$ cat src/rtl/slide.sv
// Player slide (duck) controller.
// On an accepted slide request the sprite height steps down to SLIDE_H, stays
// there for HOLD_TICKS frame ticks, then steps back up to STAND_H. Everything
// advances only on the one-clock frame strobe. Entry is gated by the jump
// FSM's is_jumping signal so a slide never starts mid-jump.
module slide #(
  parameter int WIDTH      = 12,
  parameter int STAND_H    = 60,
  parameter int SLIDE_H    = 20,
  parameter int STEP       = 10,
  parameter int HOLD_TICKS = 30,
  parameter int CNT_W      = 8
) (
  input  logic             clk,
  input  logic             rst,
  input  logic             tick,
  input  logic             down,
  input  logic             blocked,
  output logic [WIDTH-1:0] height,
  output logic             is_sliding,
  output logic             slide_done
);

  localparam logic [1:0] IDLE = 2'd0;
  localparam logic [1:0] DUCK = 2'd1;
  localparam logic [1:0] HOLD = 2'd2;
  localparam logic [1:0] RISE = 2'd3;

  localparam logic [WIDTH-1:0] STAND_V   = WIDTH'(STAND_H);
  localparam logic [WIDTH-1:0] SLIDE_V   = WIDTH'(SLIDE_H);
  localparam logic [WIDTH:0]   STEP_X    = (WIDTH+1)'(STEP);
  localparam logic [WIDTH:0]   STAND_X   = (WIDTH+1)'(STAND_H);
  localparam logic [WIDTH:0]   SLIDE_X   = (WIDTH+1)'(SLIDE_H);
  localparam logic [CNT_W-1:0] HOLD_LAST = CNT_W'(HOLD_TICKS - 1);

  logic [1:0]       state;
  logic [CNT_W-1:0] hold_cnt;

  // The last downward step lands on the floor. The comparison is done one bit
  // wider so SLIDE_H+STEP cannot wrap, and a height already within one step of
  // the floor snaps to it rather than undershooting (or wrapping below zero).
  function automatic logic duck_at_floor(input logic [WIDTH-1:0] h);
    return ({1'b0, h} <= (SLIDE_X + STEP_X));
  endfunction

  function automatic logic [WIDTH-1:0] duck_next(input logic [WIDTH-1:0] h);
    if (duck_at_floor(h)) return SLIDE_V;
    return h - WIDTH'(STEP);
  endfunction

  // The upward step saturates at STAND_H; the sum is formed in WIDTH+1 bits
  // so it cannot overflow before the comparison.
  function automatic logic rise_at_top(input logic [WIDTH-1:0] h);
    return (({1'b0, h} + STEP_X) >= STAND_X);
  endfunction

  function automatic logic [WIDTH-1:0] rise_next(input logic [WIDTH-1:0] h);
    logic [WIDTH:0] sum;
    sum = {1'b0, h} + STEP_X;
    if (rise_at_top(h)) return STAND_V;
    return sum[WIDTH-1:0];
  endfunction

  // Slide FSM, height and hold counter; all progress gated by the frame tick.
  always_ff @(posedge clk) begin
    if (rst) begin
      state      <= IDLE;
      height     <= STAND_V;
      hold_cnt   <= '0;
      slide_done <= 1'b0;
    end else begin
      slide_done <= 1'b0;
      if (tick) begin
        case (state)
          IDLE: begin
            height <= STAND_V;
            if (down && !blocked) state <= DUCK;
          end
          DUCK: begin
            height <= duck_next(height);
            if (duck_at_floor(height)) begin
              hold_cnt <= '0;
              state    <= HOLD;
            end
          end
          HOLD: begin
            if (hold_cnt == HOLD_LAST) state <= RISE;
            else                       hold_cnt <= hold_cnt + 1'b1;
          end
          RISE: begin
            height <= rise_next(height);
            if (rise_at_top(height)) begin
              state      <= IDLE;
              slide_done <= 1'b1;
            end
          end
          default: begin
            state    <= IDLE;
            height   <= STAND_V;
            hold_cnt <= '0;
          end
        endcase
      end
    end
  end

  // Busy flag comes straight from the registered state.
  always_comb begin
    is_sliding = (state != IDLE);
  end

endmodule
$ cat config.mk
export PLATFORM = sky130hd
export DESIGN_NAME = slide
export DESIGN_NICKNAME = d
export VERILOG_FILES = /design/src/rtl/slide.sv
export SDC_FILE = /design/constraint.sdc
export NUM_CORES = 1
export LEC_CHECK = 0
export BUFFER_PORTS_ARGS = -buffer_cell sky130_fd_sc_hd__buf_2
export CORE_MARGIN = 2
export CORE_UTILIZATION = 41
export DETAILED_ROUTE_END_ITERATION = 10
export PLACE_DENSITY = 0.7
export SETUP_SLACK_MARGIN = 0.02
export SYNTH_ARGS = -nofsm -noshare
export SYNTH_HDL_FRONTEND = slang
export SYNTH_SLANG_ARGS = --single-unit
$ cat constraint.sdc
create_clock -name clk -period 2.5 [get_ports clk]
set_input_delay 0.25 -clock clk [delete_from_list [all_inputs] [get_ports clk]]
set_output_delay 0.25 -clock clk [all_outputs]
set_load 0.02 [all_outputs]
==> parameters.txt <==
Parameter                              Value

Logic synthesis
  Number of synthesized flops with an enable pin ... 0
  Share of synthesized flip-flops with an asynchronous set or reset ... 0
  Yosys warning total ... 0
  Syn avg cell area ... 7.91 sq um
  Sequential fraction of the synthesis area ... 0.278
  Synthesized net count ... 214
  Synthesized netlist cell count ... 200
  Summed instance area of the synthesized netlist ... 0.00158 sq mm
  Number of distinct library cell variants in the gate-level netlist after synthesis ... between 50 and 60
  Main synth FF type ... dfxtp_1
  Dominant cell type by area after synthesis ... dfxtp_1
  Number of synthesized register bits ... 22
  Fraction of post-synthesis cell area in the top cell type by area ... 0.278
  Leading cell types by total area after synthesis ... dfxtp_1, ha_1, a21oi_1, nor2_1, xor2_1

Critical path
  Arrival time of the worst setup path ... around 2.4 ns
  Element type at the critical path start ... flop
  Number of buffer and inverter stages on the critical path ... 0
  CP endpoint kind ... flop
  Required @ worst endpoint ... 2.66 ns
  Slowest CP cell ... dfxtp_1
  Reg2reg path depth ... 7
  Crit-path cells ... ha_1 > o211ai_1 > xnor2_1 > o21ai_0 > and3_2 > a2bb2oi_1 > a211o_1
  Maximum fanout count along the critical path ... 9
  Depth of the critical timing path with buffers and inverters included ... 7
  Type of the worst setup path ... reg -> reg
  FF-to-FF setup slack ... 0.23 ns
  Cell family with the largest share of critical-path delay ... compound AO/OA/AOI/OAI gates
  CP max stage delay ... 0.47 ns

STA
  Final clock period utilization by the worst path ... 0.909
  Setup repair after global routing missed its margin ... false
  Final Hold Viols ... 0
  Summed negative setup slack over all endpoints ... 0 ns
  Final Max Tran Viols ... 0
  Skew final ... 0.00723 ns
  Final period demand of the worst path ... 2.27 ns
  Post-route setup slack ... 0.227 ns
  Headroom to the max-slew limit ... 0.504
  Finish-stage setup viols ... 0
  Measured slew at the worst slew-check pin ... 0.737 ns
  F_max ... 0.440 GHz

Routing
  Count of TritonRoute iterations in the first routing pass ... 4
  Final antenna-violating net count ... 0
  DRC viols ... 0
  Aggregate routed wire length ... 3.63 mm
  Detailed Route Iter0 Violations ... between 100 and 150
  Via density per instance ... 5.65
  Vias post-DR ... around 1500
  Routed length per instance ... 13.7 um

Power and ir drop
  Fraction of power consumed by the clock network ... 0.333
  Portion of total power attributed to sequential cells ... 0.469
  Power, Total ... approximately 800 uW
  Leak ... 0.000700 uW
  Fraction of power consumed by combinational cells ... 0.198
  Power density normalized to cell area ... between 400 and 500 mW/mm^2
  Maximum resistive drop on vdd ... roughly 230 uV
  Switching pwr ... 223 uW
  Pint ... 560 uW
  Switching power share of the total ... 0.284

Final layout
  Most used cells in the layout excluding fill and tap cells ... dfxtp_1, nor2_1, buf_2
  Core Util, Final ... 0.487
  Diodes inserted ... 0
  Post-route design area ... 0.00180 sq mm
  Total area of multi-input combinational cells ... 0.00105 sq mm
  Fraction of layout cells with a size suffix above 1 ... 0.184
  Number of nets at the end of the flow ... 232
  Fill cell instance count of the final layout ... 377
  Most common cell after layout, fill and taps aside ... dfxtp_1
  Area grow syn2layout ... 13.5%
  Seq. cell area ... 440 sq um

Hold path
  Hold Crit Class ... in -> reg
  Worst hold path stage count ... 3

Floorplanning
  Io pins ... 19
  Width of the chip ... ~66 um
  Site Rows ... 22
  Overall die height ... 66.1 um
  Effective utilization at floorplan ... 0.429
  Area of the die ... roughly 0.0044 sq mm
  Core ar. ... 0.00369 sq mm

Placed design
  Number of I/O port buffers ... 17
  Area after detailed placement ... 0.00174 sq mm
  Post-DP HPWL ... 2.65 mm
  GPL Wtd Cong ... 0.893
  Worst slack after detailed placement ... 0.170 ns

Clocking
  Clock tree from TritonCTS ... yes
  # H-tree levels ... 1
  Clock buffer depth ... 2
  Total clock sinks ... 22
  Root buf cell ... clkbuf_8
  Buffer count from post-CTS setup fixing ... 0
  Number of buffers created by CTS ... 3
  Clock slew at the register clock pins of the worst setup and hold paths ... 0.09 ns
  Clk_lat worst skew ... 0.27 ns

Run
  Number of max-cap violations ... 0

GRT
  Maximum number of pins on one net before global-route repair ... 19
  Combined global-route utilization of all metal layers ... 0.176
  Initial antenna violation count ... 0
  Overflow after GRT ... 0
  First-pass GRT wire length ... 6.07 mm
  Via count of the first global-routing pass ... about 1300

Run status
  Run status ... finished clean
## metrics by stage
step	hold slack, ns	instances
5_1_grt	0.261	265
3_5_place_dp	0.498	261
3_3_place_gp	0.490	261
4_1_cts	0.247	265
6_report	0.245	265
2_1_floorplan	0.377	200
## path summary, 6_finish.rpt
kind               start           to
min                 tick   slide_done
min reg2reg  hold_cnt[1]  hold_cnt[1]
max reg2reg    height[2]    height[3]
max            height[2]    height[3]
## power by group through the flow
stage          Combinational (uW)  Clock, uW  Sequential, uW
2_1_floorplan                 113          0             377
3_3_place_gp                  152          0             375
3_5_place_dp                  153          0             376
4_1_cts                       154        265             367
5_1_grt                       170        286             369
6_report                      155        261             367
## registers in the layout (all words and copies together), names as in the netlist
register    cells
slide_done      1
hold_cnt        8
state           2
height         11
## cell type report
type | count | area share
Multi-Input combinational cell | 156 | 0.585
Tap cell | 48 | 0.0334
Timing Repair Buffer | 27 | 0.0891
Sequential cell | 22 | 0.245
Inverter | 8 | 0.0167
Clock buffer | 4 | 0.0306
## cell usage after synthesis, types with 2 or more instances
cell and n:
a211o_1 2, a211oi_1 3, a21o_1 2, a21oi_1 13, a31oi_1 3, and3_1 5
buf_2 3, clkbuf_1 8, dfxtp_1 22, ha_1 9, inv_1 8, nand2_1 16
nand2b_1 5, nand3_1 3, nand3b_1 3, nand4_1 8, nor2_1 17, nor2b_1 5
nor3_1 7, nor4_1 3, o21a_1 3, o21ai_0 12, o22a_1 2, or2_2 2
or4_1 2, xnor2_1 3, xor2_1 7
## metal layers
metal	share of wire	track usage	wire length (um)
met1	0.50	0.255	1800
met2	0.44	0.269	1590
met3	0.055	0.0256	200
met4	0.011	0.0536	40
met5	0	0	0
## cells by family (layout without fill, tap and decap cells)
logic type,count (synthesis),in the layout,synth area share
simple gates,79,79,0.262
compound gates,56,56,0.263
flops,22,22,0.278
buf+inv,22,39,0.0617
xor+xnor,10,10,0.0553
fa+ha+maj,9,9,0.0711
other cells,1,1,0.00237
mux,1,1,0.00632
## worst register-to-register path, delay by kind of cell (launching register included)
kind | cells | cell delay [ns]
xor+xnor | 1 | 0.14
flops | 1 | 0.47
fa+ha+maj | 1 | 0.29
compound gates | 4 | 0.94
simple gates | 1 | 0.33
## timing repair
| action | in CTS | in global routing |
|---|---|---|
| setup endpoints to repair | 0 | 6 |
| gates resized for setup | 0 | 2 |
| hold buffers | 0 | 0 |
Note: power is estimated with default switching activity, not from simulation.
